<file path="config.mk">
export PLATFORM = sky130hd
export DESIGN_NAME = serial_addsub_unit
export DESIGN_NICKNAME = d
export VERILOG_FILES = /design/src/rtl/arith_pkg.sv /design/src/rtl/addsub_slice.sv /design/src/rtl/serial_addsub_unit.sv
export SDC_FILE = /design/constraint.sdc
export NUM_CORES = 1
export LEC_CHECK = 0
export CAP_MARGIN = 10
export CORE_ASPECT_RATIO = 1.75
export CORE_MARGIN = 4
export CORE_UTILIZATION = 35
export DETAILED_ROUTE_END_ITERATION = 10
export PLACE_DENSITY_LB_ADDON = 0.12
export SYNTH_ARGS = -nofsm -noshare
export SYNTH_HDL_FRONTEND = slang
export SYNTH_HIERARCHICAL = 1
export SYNTH_SLANG_ARGS = --single-unit
</file>
<file path="constraint.sdc">
create_clock -name clk -period 11.2 [get_ports clk]
set_clock_uncertainty 0.1 [all_clocks]
set_input_delay 1.68 -clock clk [delete_from_list [all_inputs] [get_ports clk]]
set_output_delay 1.68 -clock clk [all_outputs]
set_load 0.05 [all_outputs]
</file>
<file path="src/rtl/arith_pkg.sv">
// arith_pkg: shared opcodes, FSM encoding and sizing helper for the serial add/sub unit
package arith_pkg;
  localparam logic OP_ADD = 1'b0;
  localparam logic OP_SUB = 1'b1;
  typedef enum logic [1:0] {IDLE = 2'd0, RUN = 2'd1, DONE = 2'd2} state_e;
  function automatic int clog2(input int v);
    int r;
    r = 0;
    while ((1 << r) < v) r++;
    return r;
  endfunction
endpackage

</file>
<file path="src/rtl/addsub_slice.sv">
// addsub_slice: DIGIT-wide ripple of gate-level full adders, reused every compute cycle
module addsub_slice #(
  parameter int DIGIT = 8
) (
  input  logic [DIGIT-1:0] a_i,
  input  logic [DIGIT-1:0] b_i,
  input  logic             cin_i,
  output logic [DIGIT-1:0] sum_o,
  output logic             cout_o,
  output logic             c_msb_o
);
  logic [DIGIT:0] c;
  assign c[0] = cin_i;
  for (genvar i = 0; i < DIGIT; i++) begin : g_fa
    assign sum_o[i] = a_i[i] ^ b_i[i] ^ c[i];
    assign c[i+1]   = (a_i[i] & b_i[i]) | (c[i] & (a_i[i] ^ b_i[i]));
  end
  assign cout_o  = c[DIGIT];
  assign c_msb_o = c[DIGIT-1];
endmodule

</file>
<file path="src/rtl/serial_addsub_unit.sv">
// serial_addsub_unit: multi-cycle add/subtract, DIGIT bits per clock LSB first, with handshakes and flags
module serial_addsub_unit
  import arith_pkg::*;
#(
  parameter int WIDTH = 32,
  parameter int DIGIT = 8
) (
  input  logic             clk,
  input  logic             reset,
  input  logic             in_valid,
  output logic             in_ready,
  input  logic             op,
  input  logic [WIDTH-1:0] a,
  input  logic [WIDTH-1:0] b,
  output logic             out_valid,
  input  logic             out_ready,
  output logic [WIDTH-1:0] result,
  output logic             carry,
  output logic             borrow,
  output logic             overflow,
  output logic             zero
);
  localparam int N  = WIDTH / DIGIT;
  localparam int CW = (N > 1) ? clog2(N) : 1;
  localparam int IW = (WIDTH > 1) ? clog2(WIDTH) : 1;
  localparam logic [CW-1:0] LAST = CW'(N - 1);
  if (DIGIT < 1 || DIGIT > WIDTH || WIDTH % DIGIT != 0) begin : g_bad
    $error("serial_addsub_unit: WIDTH must be a nonzero multiple of DIGIT");
  end
  state_e           state_q, state_d;
  logic [WIDTH-1:0] a_q, a_d, b_q, b_d, res_q, res_d;
  logic [CW-1:0]    cnt_q, cnt_d;
  logic             op_q, op_d, carry_q, carry_d, ovf_q, ovf_d;
  logic             zero_q, zero_d, borrow_q, borrow_d;
  logic [IW-1:0]    base;
  logic [DIGIT-1:0] sum;
  logic             cout, c_msb, last;
  assign base = IW'(int'(cnt_q) * DIGIT);
  assign last = cnt_q == LAST;
  addsub_slice #(.DIGIT(DIGIT)) u_slice (
    .a_i    (a_q[base +: DIGIT]),
    .b_i    (b_q[base +: DIGIT]),
    .cin_i  (carry_q),
    .sum_o  (sum),
    .cout_o (cout),
    .c_msb_o(c_msb)
  );
  always_comb begin
    state_d  = state_q;
    a_d      = a_q;
    b_d      = b_q;
    op_d     = op_q;
    cnt_d    = cnt_q;
    res_d    = res_q;
    carry_d  = carry_q;
    ovf_d    = ovf_q;
    zero_d   = zero_q;
    borrow_d = borrow_q;
    case (state_q)
      IDLE: if (in_valid) begin
        a_d     = a;
        b_d     = (op == OP_SUB) ? ~b : b;
        op_d    = op;
        carry_d = op;
        cnt_d   = '0;
        state_d = RUN;
      end
      RUN: begin
        res_d[base +: DIGIT] = sum;
        carry_d = cout;
        cnt_d   = last ? '0 : cnt_q + CW'(1);
        if (last) begin
          ovf_d    = c_msb ^ cout;
          zero_d   = res_d == '0;
          borrow_d = (op_q == OP_SUB) & ~cout;
          state_d  = DONE;
        end
      end
      DONE: if (out_ready) state_d = IDLE;
      default: state_d = IDLE;
    endcase
  end
  always_ff @(posedge clk) begin
    if (reset) begin
      state_q  <= IDLE;
      a_q      <= '0;
      b_q      <= '0;
      op_q     <= OP_ADD;
      cnt_q    <= '0;
      res_q    <= '0;
      carry_q  <= 1'b0;
      ovf_q    <= 1'b0;
      zero_q   <= 1'b0;
      borrow_q <= 1'b0;
    end else begin
      state_q  <= state_d;
      a_q      <= a_d;
      b_q      <= b_d;
      op_q     <= op_d;
      cnt_q    <= cnt_d;
      res_q    <= res_d;
      carry_q  <= carry_d;
      ovf_q    <= ovf_d;
      zero_q   <= zero_d;
      borrow_q <= borrow_d;
    end
  end
  assign in_ready  = state_q == IDLE;
  assign out_valid = state_q == DONE;
  assign result    = res_q;
  assign carry     = carry_q;
  assign borrow    = borrow_q;
  assign overflow  = ovf_q;
  assign zero      = zero_q;
endmodule

</file>
# --- After elaboration in Yosys (flattened, before gate mapping) ---
# Index checks and enable logic that the tools add are counted.
op_classes:
  add_sub_neg: 2
  eq_ne: 6
  n_shift: 4
  n_mux: 11
  bitwise: 44
  n_reduce_logical: 7
op_table:
  columns: ["cell", "count"]
  rows:
  - ["indexed part select 32 x 6 -> 8 bit", 2]
  - ["bitwise mux 32 bit", 1]
  - ["zero test 32 bit", 1]
  - ["2-to-1 mux 32 bit", 1]
  - ["NOT 32 bit", 1]
  - ["variable shift 8 x 7 -> 32 bit (first input constant)", 1]
  - ["indexed part select 8 x 7 -> 32 bit", 1]
  - ["bitwise AND 1 bit", 17]
  - ["XOR 1 bit", 17]
  - ["2-to-1 mux 2 bit", 5]
  - ["bitwise OR 1 bit", 8]
  - ["negation 5 -> 7 bit", 1]
  - ["case mux 2 bit (3 select lines)", 1]
  - ["AND reduction 2 bit", 3]
  - ["== test 2 bit (second input constant)", 2]
  - ["!= test 2 bit (second input constant)", 2]
  - ["case mux 2 bit (2 select lines)", 1]
  - ["AND reduction 3 bit", 1]
  - ["adder 2 x 1 -> 2 bit (second input constant)", 1]
  - ["== test 2 x 1 -> 1 bit (second input constant)", 1]
  - ["zero test 2 bit", 1]
  - ["!= test 2 x 1 -> 1 bit (second input constant)", 1]
  - ["case mux 1 bit (2 select lines)", 1]
  - ["nonzero test 2 bit", 1]
  - ["2 further kinds", 2]
totals:
  register_bits: 105
  in_bits: 69
  output_inout_bits: 38
  elab_cells: 84

# --- Longest topological paths before layout ---
depth:
  word_depth: 20
  ltp_mapped: 19

# --- Modules after synthesis ---
# The synthesis kept the hierarchy.
modules_own_cells:
  columns: ["mod", "n_inst", "cells_per_inst", "area_per_inst_um2", "seq_area_each_um2"]
  rows:
  - ["serial_addsub_unit", 1, 502, 4608.2, 2102.0]
  - ["addsub_slice", 1, 18, 197.7, 0.0]

# --- Worst setup path after synthesis ---
# OpenSTA, ideal clock, no wires.
synth_timing:
  path_kind: "register to register"
  from: "register cnt_q[0]"
  to: "register zero_q, in the netlist zero"
  setup_time_ns: 0.120
  arrival_ns: 4.688
  required_time_ns: 10.980
  setup_slack_ns: 6.292
  path_stages_with_launch: 19
  n_path_buf: 2
  path_cell_list: "dfxtp_1 -> buf_2 -> buf_2 -> mux4_2 -> fa_1 -> inv_1 -> fa_1 -> inv_1 -> fa_1 -> fa_1 -> fa_1 -> fa_1 -> inv_1 -> fa_1 -> inv_1 -> fa_1 -> nand3_1 -> o2111ai_1 -> o21ai_1"
synth_between:
  elab_chain_cells: 20
  elab_cells_between_ends: 46
  classes_between: "add/sub: 1; eq/ne: 1; shift: 4; mux: 1; bitwise: 37; reduce/logical: 2"
synth_rtl:
  columns: ["element", "line_no", "rtl"]
  rows:
  - ["start: declaration", "serial_addsub_unit.sv:32", "logic [CW-1:0] cnt_q, cnt_d;"]
  - ["start signal: assignment", "serial_addsub_unit.sv:100", "cnt_q <= cnt_d;"]
  - ["indexed part select 32 x 6 -> 8 bit (on tied branches)", "serial_addsub_unit.sv:41, serial_addsub_unit.sv:42", null]
  - ["XOR 1 bit", "addsub_slice.sv:16", "assign c[i+1] = (a_i[i] & b_i[i]) | (c[i] & (a_i[i] ^ b_i[i]));"]
  - ["bitwise AND 1 bit", "addsub_slice.sv:16", null]
  - ["bitwise OR 1 bit", "addsub_slice.sv:16", null]
  - ["bitwise AND 1 bit", "addsub_slice.sv:16", null]
  - ["bitwise OR 1 bit", "addsub_slice.sv:16", null]
  - ["bitwise AND 1 bit", "addsub_slice.sv:16", null]
  - ["bitwise OR 1 bit", "addsub_slice.sv:16", null]
  - ["[6 not listed]", null, null]
  - ["bitwise AND 1 bit", "addsub_slice.sv:16", null]
  - ["bitwise OR 1 bit *", "addsub_slice.sv:16", null]
  - ["net c_msb", "serial_addsub_unit.sv:37", "logic cout, c_msb, last;"]
  - ["XOR 1 bit *", "addsub_slice.sv:15", "assign sum_o[i] = a_i[i] ^ b_i[i] ^ c[i];"]
  - ["net sum[7]", "serial_addsub_unit.sv:36", "logic [DIGIT-1:0] sum;"]
  - ["indexed part select 8 x 7 -> 32 bit *", "serial_addsub_unit.sv:69", "res_d[base +: DIGIT] = sum;"]
  - ["bitwise mux 32 bit *", "serial_addsub_unit.sv:69", null]
  - ["zero test 32 bit *", "serial_addsub_unit.sv:74", "zero_d = res_d == '0;"]
  - ["end signal: assignment", "serial_addsub_unit.sv:104", "zero_q <= zero_d;"]
  - ["end: declaration", "serial_addsub_unit.sv:34", "logic zero_q, zero_d, borrow_q, borrow_d;"]
# Mark *: on every way through the listed nets, which the timed path passes. The rest lies on a longest branch.
# A chain may end at the register's enable or synchronous reset.

# --- Worst setup path after layout ---
# Ends and elaborated chain as after synthesis.

==> key figures <==
Worst setup path
  • CP Capture Type: register
  • WP buf/inv: 4
  • Crit-path max FO: 28
  • CP arrival: 5.51 ns
  • CP peak stage delay: ~0.9 ns
  • Setup CP Type: reg -> reg
  • CP required: approximately 11 ns
  • CP max-delay cell: dfxtp_2
  • Cell family with most CP delay: adder cells
  • Cells along the critical path: mux4_2, fa_1, inv_1, fa_1, inv_1, fa_1, fa_1, fa_1, fa_1, inv_1, fa_1, inv_1, fa_1, nand3_1, o2111ai_1, o21ai_1
  • Crit-path most repeated cell: fa_1
  • Critical path launch point type: register

Global route
  • Gr ovfl total: 0
  • Largest net degree at the start of global routing: around 110
  • First-pass GRT wire length: between 20000 and 25000 um
  • Vias in the first global route: slightly below 4k
  • Initial antenna violation count: 0
  • GRT Total Usage: between 15 and 20%

STA
  • Fmax: about 190 MHz
  • Post-route setup TNS: 0 ns
  • Final period utilization: between 40% and 50%
  • Slew Limit Fails: 0
  • RSZ-0062 raised after global routing: false
  • Final Critical Period: around 5.4 ns
  • Hold Vio Cnt, Final: 0
  • Actual slew at the worst max-slew pin: between 1 and 1.5 ns
  • Setup violators final: 0
  • Rel. slew slack: between 20% and 30%

Synth
  • Synth Cell Area: ~4800 sq um
  • Top cells by area, synth: dfxtp_1 44%, mux4_2 7.5%, xnor2_1 6.0%
  • Unique masters post-synth: 36
  • Synthesized netlist cell count: 520
  • Synth Area per Inst: around 9 sq um
  • Flops & latches, synth: 105
  • Synth area leader: dfxtp_1
  • Top cell type's share of synthesized area: 43.7%
  • Sequential area share after synthesis: 43.7%
  • Ys Warns: 6
  • Syn nets: about 600

Route
  • Number of DRC markers in iteration 0: 144
  • Post-DR wirelength/cell: around 16 um
  • DR pass1 iterations: 5
  • Final ANT Viol Nets: 0
  • DRT Wirelength: 12700 um
  • DR DRC count: 0
  • DR vias: 3924
  • DR vias/cell: just over 5

Floorplanning
  • Die W: just under 100 um
  • Row count: 56
  • Starting Density: around 36%
  • IO Count: approximately 110
  • Die ar.: between 15000 and 20000 sq um
  • Core area: roughly 13000 sq um
  • Die extent in y: about 160 um

Final layout
  • Core Util, Final: 46.2%
  • Design Area, Final: ~6200 sq um
  • Fillers: about 1.4k
  • Storage cell area: ~2100 sq um
  • Multi-input logic area: 2480 sq um
  • Final net count: roughly 680
  • Diode count: 0
  • Share of cells above drive strength 1: 7.76%
  • P&R area growth vs syn: 29.4%

CTS
  • CTS clock-pin slew for the worst setup and hold paths: approximately 0.070 ns
  • Worst-Skew Late Latency: between 0.3 and 0.4 ns
  • Post_cts resized: 0
  • CTS root buf: clkbuf_16
  • CTS Buffer Depth: 2
  • Sink Count: ~110
  • Clock tree from TritonCTS: built
  • Post-CTS Setup Inserts: 0
  • # H-tree levels: 3
  • Hold Buf Count CTS: 0
  • CTS Buf Count: 9

Power
  • VDD IR max: 0.0729 mV
  • Leakage: about 2.2 nW
  • PD cells: between 100 and 150 nW/um^2

Place
  • Dpl hpwl: around 9500 um
  • # port buffers: between 100 and 150
  • Dpl cell area: between 5000 and 6000 sq um
  • Final Wtd Congestion: slightly above 0.8

Run status
  • Status: finished clean

Worst hold path
  • Worst Hold Class: reg -> reg

Run
  • Max_cap viols: 0
[cell usage after synthesis]
cell / instances
and2b_1: 1
mux2i_1: 1
a31oi_1: 4
nor2b_1: 4
nor3_4: 3
nor3b_1: 1
and3_1: 1
nand2_1: 74
clkbuf_1: 16
xnor2_1: 33
buf_2: 21
nand2b_1: 3
dfxtp_1: 105
fa_1: 8
o21ai_1: 1
a211oi_1: 33
nor2_1: 72
nand2_4: 2
nand4_1: 1
a22oi_1: 30
a2111oi_2: 1
o2111ai_1: 2
nand3_1: 4
a32o_1: 1
nor4_1: 4
mux4_2: 16
and2_1: 2
buf_6: 1
nor3_1: 6
a21oi_1: 45
nor2_2: 1
nand3b_1: 1
ha_1: 6
inv_1: 13
nand2_2: 2
o311ai_0: 1
[cell type report]
cell class	instances	share of cell area (%)
multi-input combinational	364	39.9
timing repair buffer	108	17.2
tap	174	3.50
clock buffer	9	3.62
sequential	105	33.8
clock inverter	7	1.25
inverter	13	0.784
[metrics by stage]
step / std cells / hold slack, ns / power (mW) / setup WS, ns
after global placement: 764 / 0.342 / 0.582 / 5.90
after global routing: 780 / 0.373 / 0.932 / 5.58
final: 780 / 0.356 / 0.894 / 5.83
after floorplan: 520 / 0.332 / 0.519 / 6.29
after detailed placement: 764 / 0.347 / 0.583 / 5.82
after CTS: 780 / 0.358 / 0.903 / 5.81
[flip-flops by register name (all words and copies together) (netlist names)]
| register | cells |
|---|---|
| cnt_q | 2 |
| overflow | 1 |
| borrow | 1 |
| b_q | 32 |
| op_q | 1 |
| carry | 1 |
| result | 32 |
| zero | 1 |
| a_q | 32 |
| state_q | 2 |
[kinds of logic (layout without fill, tap and decap cells)]
logic type	after synthesis	count (layout)	synth area share, %
AO/OA/AOI/OAI	118	118	16.2
XOR/XNOR	33	33	6.01
adder cells (fa/ha/maj)	14	14	4.89
buffers and inverters	51	137	4.69
flip-flops	105	105	43.7
multiplexers	17	17	7.71
AND/OR/NAND/NOR	182	182	16.7
[power by group]
group	switching (mW)	internal [mW]	leakage, nW	total [mW]
registers	0.0149	0.394	0.860	0.409
clock network	0.146	0.175	0.146	0.321
logic	0.0920	0.0714	1.19	0.163
total	0.253	0.641	2.19	0.894
[path summary, 6_finish.rpt]
kind	start	end	slack (ns)	cells past startpoint
setup reg to reg	cnt_q[0]	zero	5.83	16
hold / removal	a_q[7]	a_q[7]	0.36	2
setup / recovery	cnt_q[0]	zero	5.83	16
hold reg to reg	a_q[7]	a_q[7]	0.36	2
[per-layer routing]
| layer | GRT usage (%) | share of wire [%] | up-vias |
|---|---|---|---|
| met5 | 0 | 0 | - |
| met4 | 6.45 | 2.8 | 0 |
| met1 | 17.8 | 37 | 1827 |
| li1 | - | - | 1970 |
| met3 | 3.27 | 3.9 | 22 |
| met2 | 31.4 | 56 | 105 |
[tightest hold or removal path: stages, from the launching register on]
cell,delay (ns)
dfxtp_1,0.31
nand2_1,0.05
a21oi_1,0.05
[placed cells by master (no fill, tap or decap), types with 6 or more instances in the layout]
cell type	instances
ha_1	6
dfxtp_1	104
fa_1	8
inv_1	13
xnor2_1	33
clkbuf_16	9
mux4_2	16
a211oi_1	33
nand2_1	74
nor3_1	6
clkdlybuf4s50_1	104
a21oi_1	45
nor2_1	72
a22oi_1	30
No activity file was read; power rests on OpenSTA's default activity.
==> variant, RTL diff (same settings) <==
Take the reset off `a_q`, `b_q` and `res_q` and load them in a clocked block of their own.
--- a/src/rtl/serial_addsub_unit.sv
+++ b/src/rtl/serial_addsub_unit.sv
@@ -84,9 +84,6 @@
     if (reset) begin
       state_q  <= IDLE;
-      a_q      <= '0;
-      b_q      <= '0;
       op_q     <= OP_ADD;
       cnt_q    <= '0;
-      res_q    <= '0;
       carry_q  <= 1'b0;
       ovf_q    <= 1'b0;
@@ -95,9 +92,6 @@
     end else begin
       state_q  <= state_d;
-      a_q      <= a_d;
-      b_q      <= b_d;
       op_q     <= op_d;
       cnt_q    <= cnt_d;
-      res_q    <= res_d;
       carry_q  <= carry_d;
       ovf_q    <= ovf_d;
@@ -105,4 +99,10 @@
       borrow_q <= borrow_d;
     end
+  end
+
+  always_ff @(posedge clk) begin
+    a_q   <= a_d;
+    b_q   <= b_d;
+    res_q <= res_d;
   end
   assign in_ready  = state_q == IDLE;
Check against the original RTL: differs if reset is asserted again (counterexample within 4 cycles, from zero or initial values and one cycle with reset high); with reset held inactive, the same outputs for 10 cycles.
==> variant against the original RTL <==
Synthesized cell count down 40%. Worst hold slack better by 0.019 ns. Final area up 1.9%. Wire length down 19%. First-iteration DRC count down 36%. Setup slack worse by 0.93 ns. Sequential cell count unchanged. Power up 15%. Count of clock-buffer cells in the layout up 1. Synthesized area down 0.81%. Critical endpoint unchanged. Largest power group unchanged.
==> variant: results (changes against the original RTL) <==
first-pass GRT wire length=16200 µm (-19%); GRT Overall Usage=0.140 (-0.0273); Remaining DRCs=0 (unchanged); sequential element share of the synthesized area=0.643 (+0.205); number of port buffers=106 (unchanged); H-tree depth=3 (unchanged); status=completed; RePlAce Congestion=0.831 (+2.8%); Netlist cell types=41 (+14%); number of synthesized flops with an enable pin=96 (+96); crit path max fanout=28 (unchanged); hold-critical path endpoint=op_q; dpl cell area=6020 µm² (+1.7%); Total Nets Final=500 (-27%); # resized after CTS=0 (unchanged); LEAKAGE=2.23 nW (+1.8%); Syn. warnings=6 (unchanged); ant diodes=0 (unchanged); Hold Path Depth=2 (unchanged); Avg Inst Size Synth=15.4 µm² (+66%); FF-to-FF setup slack=4.90 ns (-0.93 ns); RR Endpoint=zero; share of cells above drive strength 1=0.0995 (+0.0220); FFs w/ async S/R, synth=0 (unchanged); Critical Path AT=6.46 ns (+0.95 ns); hold_ws=0.376 ns (+0.0194 ns); clock slew at reported path FFs=0.07 ns (about the same); vias in the first global route=3052 (-23%); maximum VDD drop=0.0739 mV (+1.4%); Filler cells=1203 (-12%); TritonCTS buffer count=9 (unchanged); initial antenna violation count=0 (unchanged); DRT Pass-1 Iters=4 (-1); Placed Instances=580 (-24%); vias per inst=4.84 (-3.7%); Detail Placement HPWL=7820 µm (-17%); r2r worst-path depth=17 (+1); CTS Buffer Depth=2 (unchanged); synth top area cells=edfxtp_1, mux4_2, xor2_1; Post-Syn Nets=393 (-35%); Post-Route WL=10200 µm (-19%); top post-synthesis cells by count=edfxtp_1, xor2_1, inv_1; Hold Crit Start=op_q; Main synth FF type=edfxtp_1; WL/cell=17.2 µm (+5.5%); Worst Max-Slew Pin Slew=0.861 ns (-0.318 ns); worst-skew pair later-pin latency=0.35 ns (about the same); clock root buffer=clkbuf_16; detailed router's first-iteration violation count=92 (-36%); largest net degree at the start of global routing=66 (-38%)
variant: cell types whose count changed in the layout (fill, tap and decap cells not counted), moves of 20 or more:
cell      unedited run  this run
dfxtp_1            104         8
xnor2_1             33         1
a22o_1               0        20
xor2_1               0        32
nand2_1             74        12
a211oi_1            33         0
nor2_1              72         8
a21oi_1             45         8
a22oi_1             30         0
edfxtp_1             0        96
variant: worst max-delay path: stages, from the launching register on:
cell	delay, ns
dfxtp_2	0.83
mux4_2	0.62
fa_1	0.46
inv_1	0.09
fa_1	0.15
inv_1	0.04
fa_1	0.37
fa_1	0.39
fa_1	0.40
fa_1	0.38
inv_1	0.08
fa_1	0.15
inv_1	0.07
fa_1	0.52
or4_1	0.57
o31a_1	0.25
or4_1	0.49
o31ai_1	0.24
variant: cells by family after synthesis:
logic type / share of synthesized area
xor+xnor: 0.0606
flops: 0.643
compound gates: 0.0782
mux: 0.0777
buf+inv: 0.0307
simple gates: 0.0609
fa+ha+maj: 0.0493
variant: stage by stage:
step / worst slack (ns) / util
final: 4.90 / 0.474
after global routing: 4.52 / 0.474
after CTS: 4.80 / 0.474
after detailed placement: 4.80 / 0.450
after global placement: 4.90 / 0.450
after floorplan: 5.12 / -
variant: report_power, final:
group | total (mW) | switching (mW) | leakage [nW] | internal (mW)
sequential | 0.485 | 0.0174 | 0.991 | 0.468
combinational | 0.209 | 0.123 | 1.09 | 0.0858
clock | 0.335 | 0.138 | 0.153 | 0.197
variant: worst max-delay path by stage:
stage | from | to | slack (ns) | depth (start not counted)
after floorplan | cnt_q[0] | zero | 5.12 | 18
after global placement | cnt_q[0] | zero | 4.90 | 17
after detailed placement | cnt_q[0] | zero | 4.80 | 17
after CTS | cnt_q[0] | zero | 4.80 | 17
after global routing | cnt_q[0] | zero | 4.52 | 17
final | cnt_q[0] | zero | 4.90 | 17
variant: layer usage:
metal	share of wire	up-vias	global-route usage
li1	-	1386	-
met1	0.36	1398	0.159
met2	0.57	90	0.252
met3	0.050	12	0.0268
met4	0.016	0	0.0563
met5	0	-	0
variant: final cells by class:
| class | count | share of cell area |
|---|---|---|
| clock buffers | 10 | 0.0361 |
| clock inverters | 6 | 0.0142 |
| inverters | 25 | 0.0148 |
| multi-input cells | 166 | 0.246 |
| flip-flops and latches | 105 | 0.483 |
| well taps | 174 | 0.0343 |
| repair buffers | 110 | 0.171 |
